[src/rtl/readout_pkg.sv]
// Shared definitions for the readout path: pixel width, serializer states, sizing helper.
package readout_pkg;

    localparam int unsigned PIXEL_BITS = 8;

    typedef enum logic [1:0] {
        StIdle,
        StShift,
        StLoad
    } ser_state_t;

    // Bits needed to index 0..n-1; never less than 1 so a degenerate count still yields a
    // legal vector width.
    function automatic int unsigned ceil_log2(input int unsigned n);
        int unsigned r;
        r = 0;
        for (int unsigned i = 0; i < 32; i++) begin
            if ((64'd1 << i) < 64'(n)) begin
                r = i + 1;
            end
        end
        return (r == 0) ? 1 : r;
    endfunction

endpackage

[src/rtl/pixel_line_serializer.sv]
// Serializes 8-bit pixels MSB-first into a contiguous bitstream for the downstream line
// shift register, strobes load after the last bit of a line and aborts the line on starvation.
module pixel_line_serializer
    import readout_pkg::*;
#(
    parameter int unsigned IMAGE_SIZE = 1024,
    parameter int unsigned LCNT_W     = 16
) (
    input  logic              clk,
    input  logic              reset_n,
    input  logic [7:0]        pix_data,
    input  logic              pix_valid,
    output logic              pix_ready,
    output logic              shift_in,
    output logic              load,
    output logic              busy,
    output logic              underrun,
    output logic [LCNT_W-1:0] line_count
);

    localparam int unsigned PIX_W = ceil_log2(IMAGE_SIZE);
    localparam int unsigned BIT_W = ceil_log2(PIXEL_BITS);

    localparam logic [PIX_W-1:0] LAST_PIX = PIX_W'(IMAGE_SIZE - 1);
    localparam logic [BIT_W-1:0] TOP_BIT  = BIT_W'(PIXEL_BITS - 1);

    ser_state_t                state_q, state_d;
    logic [PIXEL_BITS-1:0]     hold_q, hold_d;
    logic [BIT_W-1:0]          bit_idx_q, bit_idx_d;
    logic [PIX_W-1:0]          pix_idx_q, pix_idx_d;
    logic [LCNT_W-1:0]         line_count_q, line_count_d;
    logic                      shift_in_q, shift_in_d;
    logic                      load_q, load_d;
    logic                      underrun_q, underrun_d;
    // Keeps pix_ready low while reset is held and for the release cycle.
    logic                      ready_en_q;

    // Next-state, datapath and handshake decode.
    always_comb begin
        state_d      = state_q;
        hold_d       = hold_q;
        bit_idx_d    = bit_idx_q;
        pix_idx_d    = pix_idx_q;
        line_count_d = line_count_q;
        underrun_d   = 1'b0;
        pix_ready    = 1'b0;

        unique case (state_q)
            StIdle: begin
                pix_ready = ready_en_q;
                if (ready_en_q && pix_valid) begin
                    hold_d    = pix_data;
                    bit_idx_d = TOP_BIT;
                    pix_idx_d = '0;
                    state_d   = StShift;
                end
            end
            StShift: begin
                if (bit_idx_q != '0) begin
                    hold_d    = {hold_q[PIXEL_BITS-2:0], 1'b0};
                    bit_idx_d = bit_idx_q - BIT_W'(1);
                end else if (pix_idx_q == LAST_PIX) begin
                    state_d = StLoad;
                end else begin
                    // Next pixel must arrive exactly now: the downstream register never stalls.
                    pix_ready = 1'b1;
                    if (pix_valid) begin
                        hold_d    = pix_data;
                        bit_idx_d = TOP_BIT;
                        pix_idx_d = pix_idx_q + PIX_W'(1);
                    end else begin
                        state_d    = StIdle;
                        underrun_d = 1'b1;
                    end
                end
            end
            StLoad: begin
                line_count_d = line_count_q + LCNT_W'(1);
                state_d      = StIdle;
            end
            default: begin
                state_d = StIdle;
            end
        endcase

        // Outputs are registered from the next state so they align with the state they describe.
        shift_in_d = (state_d == StShift) ? hold_d[PIXEL_BITS-1] : 1'b0;
        load_d     = (state_d == StLoad);
    end

    // State and datapath registers.
    always_ff @(posedge clk or negedge reset_n) begin
        if (!reset_n) begin
            state_q      <= StIdle;
            hold_q       <= '0;
            bit_idx_q    <= '0;
            pix_idx_q    <= '0;
            line_count_q <= '0;
            shift_in_q   <= 1'b0;
            load_q       <= 1'b0;
            underrun_q   <= 1'b0;
            ready_en_q   <= 1'b0;
        end else begin
            state_q      <= state_d;
            hold_q       <= hold_d;
            bit_idx_q    <= bit_idx_d;
            pix_idx_q    <= pix_idx_d;
            line_count_q <= line_count_d;
            shift_in_q   <= shift_in_d;
            load_q       <= load_d;
            underrun_q   <= underrun_d;
            ready_en_q   <= 1'b1;
        end
    end

    assign shift_in   = shift_in_q;
    assign load       = load_q;
    assign underrun   = underrun_q;
    assign line_count = line_count_q;
    assign busy       = (state_q != StIdle);

endmodule

[config.mk]
export PLATFORM = sky130hd
export DESIGN_NAME = pixel_line_serializer
export DESIGN_NICKNAME = d
export VERILOG_FILES = /design/src/rtl/readout_pkg.sv /design/src/rtl/pixel_line_serializer.sv
export SDC_FILE = /design/constraint.sdc
export NUM_CORES = 1
export LEC_CHECK = 0
export CAP_MARGIN = 5
export CORE_MARGIN = 5
export CORE_UTILIZATION = 35
export CTS_BUF_LIST = sky130_fd_sc_hd__clkbuf_16
export DETAILED_ROUTE_END_ITERATION = 6
export PLACE_DENSITY_LB_ADDON = 0.15
export RECOVER_POWER = 100
export SYNTH_ARGS = -nofsm -noshare
export SYNTH_HDL_FRONTEND = slang
export SYNTH_SLANG_ARGS = --single-unit
[constraint.sdc]
create_clock -name clk -period 3.9 [get_ports clk]
set_input_delay 0.585 -clock clk [delete_from_list [all_inputs] [get_ports clk]]
set_output_delay 0.585 -clock clk [all_outputs]
set_load 0.05 [all_outputs]
* Word-level counts from Yosys, hierarchy flattened
Index checks and enable logic that the tools add are counted.
** Cells by class
- Add/sub/neg operators :: 3
- Multipliers :: 0
- Divide/modulo/power cells :: 0
- $lt $le $gt $ge :: 0
- Eq/ne operators :: 11
- Shifts and indexed selects :: 0
- Multiplexer cells :: 28
- Bitwise logic cells :: 0
- Reductions and logical operators :: 7
** Operators by type and width (count)
- $mux W10 :: 4
- $mux W8 :: 4
- $pmux W10 S2 :: 1
- $add A16 B1 Y16 const B :: 1
- $pmux W8 S2 :: 1
- $mux W3 :: 4
- $add A10 B1 Y10 const B :: 1
- $eq A10 B10 Y1 const B :: 1
- $mux W2 :: 4
- $ne A2 B2 Y1 const B :: 4
- $mux W1 :: 7
- $ne A3 B3 Y1 const B :: 2
- $pmux W3 S2 :: 1
- $reduce_and A5 Y1 :: 1
- $eq A2 B1 Y1 const B :: 2
- $eq A2 B2 Y1 const B :: 2
- $pmux W2 S2 :: 1
- $reduce_and A4 Y1 :: 1
- $reduce_bool A2 Y1 :: 2
- $reduce_bool A3 Y1 :: 1
- $sub A3 B1 Y3 const B :: 1
- $logic_not A2 Y1 :: 1
- $pmux W1 S2 :: 1
- $logic_and A1 B1 Y1 :: 1
** Word-level totals
- Flip-flop bits (word level) :: 43
- Bits in latches :: 0
- RAM bits :: 0
- Bits in read-only memories :: 0
- Output and inout bits :: 21
- Logic and storage cells :: 59
- Memories kept :: 0

* Longest topological paths before layout
- Depth in word-level cells :: 6
- Depth in mapped cells :: 8

* Least setup slack after synthesis
Ideal clock, no wire load.
- Kind :: flip-flop to output port
- Start :: register bit_idx_q[0]
- End :: output pix_ready
- Arrival time :: 1.645 ns
- Required time :: 3.315 ns
- Slack :: 1.670 ns
- Stages on the path, launching flop included :: 6
- Path through :: dfrtp_1 inv_1 ha_1 or4bb_1 nand2b_1 nand2_1
** On the way
- Cells in the longest elaborated chain, start to end :: 3
** RTL lines
- from (decl) :: RTL line pixel_line_serializer.sv:29 : logic [BIT_W-1:0] bit_idx_q, bit_idx_d;
- from (signal assigned) :: RTL line pixel_line_serializer.sv:106 : bit_idx_q <= bit_idx_d;
- $reduce_bool A3 Y1 :: RTL line pixel_line_serializer.sv:59 : if (bit_idx_q != '0) begin
- $mux W1 :: RTL line pixel_line_serializer.sv:59
- $pmux W1 S2 :: RTL line pixel_line_serializer.sv:48 : unique case (state_q)
- to (decl) :: RTL line pixel_line_serializer.sv:13 : output logic pix_ready,
Every way passes these cells.

* Final worst setup path
Same ends and word-level chain as after synthesis.

==> qor.json <==
{
  "result_of_the_run": {"value": "finished with violations"},
  "failed_checks": {"value": "capacitance limit, slew limit"},
  "holdCritPathClass": {"value": "reg2reg"},
  "instances_no_fill": {"value": 303},
  "fin_worst_skew": {"value": 3.74, "unit": "ps"},
  "slew_violations": {"value": 43},
  "grt_first_pass_wirelength": {"value": 7.20, "unit": "mm"},
  "yosys_warnings": {"value": 0},
  "wire_per_inst": {"value": 13.6, "unit": "um"},
  "area_growth_syn_to_layout": {"value": 23.9, "unit": "%"},
  "cellLeakagePower": {"value": 0.00124, "unit": "uW"},
  "postSynthRegisterBits": {"value": 42},
  "number_of_maximum_capacitance_violations": {"value": 1},
  "worst_ep_arrival_time": {"value": 2620, "unit": "ps"},
  "fin_crit": {"value": 3210, "unit": "ps"},
  "synth_seq_area_share": {"value": 50.2, "unit": "%"},
  "regArea": {"value": 1050, "unit": "um2"},
  "worst_skew_pair.late_latency": {"value": 280, "unit": "ps"},
  "rd_place_congestion": {"value": 0.774},
  "floorplan.core_area": {"value": 5850, "unit": "um2"},
  "p_per_area": {"value": 526, "unit": "nW/um2"},
  "finalSetupViolCount": {"value": 0},
  "placement_rows": {"value": 28},
  "design.die.area": {"value": 7620, "unit": "um2"},
  "vias": {"value": 1535},
  "max_freq": {"value": 312, "unit": "MHz"},
  "die_w": {"value": 87.3, "unit": "um"},
  "drtIter0Drc": {"value": 79},
  "initial_utilization": {"value": 35.8, "unit": "%"},
  "timing.final.hold_violations": {"value": 0},
  "count_of_instances_resized_after_the_clock_tree_is_built": {"value": 0},
  "grt_max_degree": {"value": 43},
  "max-clock-path-buffers": {"value": 2},
  "stdcell_area": {"value": 2590, "unit": "um2"},
  "groute.usage.overall": {"value": 12.2, "unit": "%"},
  "ys_types": {"value": 45},
  "cts-hold-fix-buffers": {"value": 0},
  "critPathLaunchType": {"value": "flip-flop"},
  "relSlewSlack": {"value": -46.1, "unit": "%"},
  "endpoint_kind": {"value": "output port"},
  "placement.io_buffers": {"value": 31},
  "placed_cell_area": {"value": 2430, "unit": "um2"},
  "postSynthNetCount": {"value": 212},
  "multiInputGateArea": {"value": 951, "unit": "um2"},
  "worst_setup_hold_path_clk_slew": {"value": 60, "unit": "ps"},
  "clock-sinks": {"value": 42},
  "post_drt_via_cell_ratio": {"value": 5.07},
  "finalSetupTns": {"value": 0, "unit": "ps"},
  "cts_buffers": {"value": 5},
  "sum_of_routed_wire_length_over_all_layers": {"value": 4.13, "unit": "mm"},
  "h-tree-depth": {"value": 2},
  "critPathKind": {"value": "reg2out"},
  "antenna-diode-count": {"value": 0},
  "cp_data_required_time": {"value": 3310, "unit": "ps"},
  "grt_remaining_overflow": {"value": 0},
  "post-route-drc-count": {"value": 0},
  "syn-mean-instance-area": {"value": 10.6, "unit": "um2"},
  "cts_setup_buffers": {"value": 0},
  "nFillCells": {"value": 566},
  "place_inst": {"value": 295},
  "detailedPlacementHpwl": {"value": 2.89, "unit": "mm"},
  "rsz0062_at_grt": {"value": "false"},
  "drtAntennaViolNets": {"value": 0},
  "layout_worst_path_cycle_share": {"value": 82.2, "unit": "%"},
  "drtPass1Iterations": {"value": 4},
  "synth_cells": {"value": 197},
  "tritoncts": {"value": "built"},
  "grt_pass1_vias": {"value": 1504},
  "io_pins": {"value": 32},
  "synth.cell_area": {"value": 2090, "unit": "um2"},
  "die_h": {"value": 87.3, "unit": "um"},
  "cts.root.buffer_cell": {"value": "clkbuf_16"},
  "antenna_found_initial": {"value": 0},
  "tightest_slew": {"value": 2190, "unit": "ps"},
  "vdd.ir_drop.worst": {"value": 0.204, "unit": "mV"},
  "crit_fanout": {"value": 4},
  "numnets_final": {"value": 242},
  "post_route_cells_drive_above_1_share": {"value": 7.46, "unit": "%"}
}
-- final timing paths --
check / from / endpoint / slack [ps] / cells after the start
setup / recovery: bit_idx_q[0]$_DFFE_PN0P_ / pix_ready / 690 / 6
hold / removal: line_count[15]$_DFFE_PN0N_ / line_count[15]$_DFFE_PN0N_ / 470 / 1
setup reg to reg: bit_idx_q[0]$_DFFE_PN0P_ / hold_q[4]$_DFFE_PN0P_ / 1400 / 6
hold reg to reg: line_count[15]$_DFFE_PN0N_ / line_count[15]$_DFFE_PN0N_ / 470 / 1
max in group asynchronous: reset_n / line_count[13]$_DFFE_PN0N_ / 1700 / 1
min in group asynchronous: reset_n / pix_idx_q[9]$_DFFE_PN0P_ / 950 / 1
-- stage by stage --
step                      hold slack (ps)  utilization (%)  power, uW  setup slack (ps)
after floorplan                       289                -        830              1670
after global placement                457             41.6        919              1070
after detailed placement              463             41.6        924              1040
after CTS                             471             44.4       1390               725
after global routing                  497             44.3       1470               552
final                                 465             44.3       1360               692
-- where the power goes --
part	switching (uW)	internal (uW)
combinational	194	153
sequential	50.9	505
clock	161	299
total	406	956
-- logic make-up after synthesis --
group / share of synthesized area, %
AND/OR/NAND/NOR: 23.9
flip-flops: 50.2
AO/OA/AOI/OAI: 10.1
XOR/XNOR: 6.28
buffers and inverters: 3.95
multiplexers: 2.99
adder cells (fa/ha/maj): 2.39
other: 0.179
-- layout make-up --
cell class	count	area share (%)
Clock inverter	3	1.55
Timing Repair Buffer	31	11.7
Tap cell	75	3.62
Sequential cell	42	40.6
Clock buffer	5	4.83
Multi-Input combinational cell	140	36.7
Inverter	7	1.01
-- cells in the final DEF (no fill, tap or decap), types with 2 or more instances in the layout --
| master | instances |
|---|---|
| clkinv_2 | 2 |
| and2_1 | 3 |
| dfrtp_1 | 42 |
| a21oi_1 | 4 |
| ha_1 | 4 |
| a221o_1 | 7 |
| nand2_1 | 17 |
| nand2b_1 | 2 |
| or2_2 | 4 |
| nand3_1 | 8 |
| or4_1 | 4 |
| inv_1 | 7 |
| and2b_1 | 2 |
| dlygate4sd3_1 | 22 |
| and4_1 | 2 |
| nor3b_1 | 2 |
| xor2_1 | 5 |
| and3_1 | 12 |
| o21ai_0 | 5 |
| mux2i_1 | 4 |
| nand4_1 | 7 |
| nor3_1 | 5 |
| nor2b_1 | 4 |
| clkdlybuf4s50_1 | 8 |
| mux2_2 | 2 |
| clkbuf_16 | 5 |
| o31ai_1 | 5 |
| nor2_1 | 8 |
| xnor2_1 | 10 |
-- per-layer routing --
metal / track usage [%] / wire length (um) / up-vias
met5: 0 / 0 / -
met4: 4.18 / 27 / 0
met3: 4.26 / 259 / 2
met2: 18.4 / 1840 / 32
met1: 16.3 / 2000 / 733
li1: - / - / 768
-- sequential cells by signal, summed over array words and instances, names as in the netlist --
register / count
shift_in: 1
line_count: 16
bit_idx_q: 3
ready_en_q: 1
underrun: 1
load: 1
hold_q: 7
pix_idx_q: 10
state_q: 2
-- Yosys cell counts, drive strengths merged --
library cell	count	share of area [%]
a21o	1	0.36
a21oi	4	0.96
a221o	7	3.3
a22o	1	0.42
a311oi	1	0.42
a31o	1	0.42
a41oi	1	0.42
and2	3	0.90
and2b	2	0.72
and3	12	3.6
and3b	1	0.42
and4	3	1.4
buf	7	2.5
clkbuf	1	0.18
conb	1	0.18
dfrtp	42	50
ha	4	2.4
inv	7	1.3
mux2	2	1.1
mux2i	4	1.9
nand2	17	3.1
nand2b	2	0.60
nand3	8	1.9
nand4	7	2.1
nor2	8	1.8
nor2b	4	1.2
nor3	5	1.2
nor3b	2	0.72
nor4	1	0.30
o2111ai	1	0.42
o21a	1	0.36
o21ai	5	1.2
o31ai	5	1.8
or2	5	1.5
or3b	1	0.54
or4	4	1.4
or4bb	1	0.54
xnor2	10	4.2
xor2	5	2.1
-- critical path, stage by stage (launching register included) --
cell	delay, ps
dfrtp_1	390
inv_1	80
ha_1	170
or4bb_1	560
nand2b_1	190
nand2_1	80
dlygate4sd3_1	870
Power figures use the tool's default switching activity.
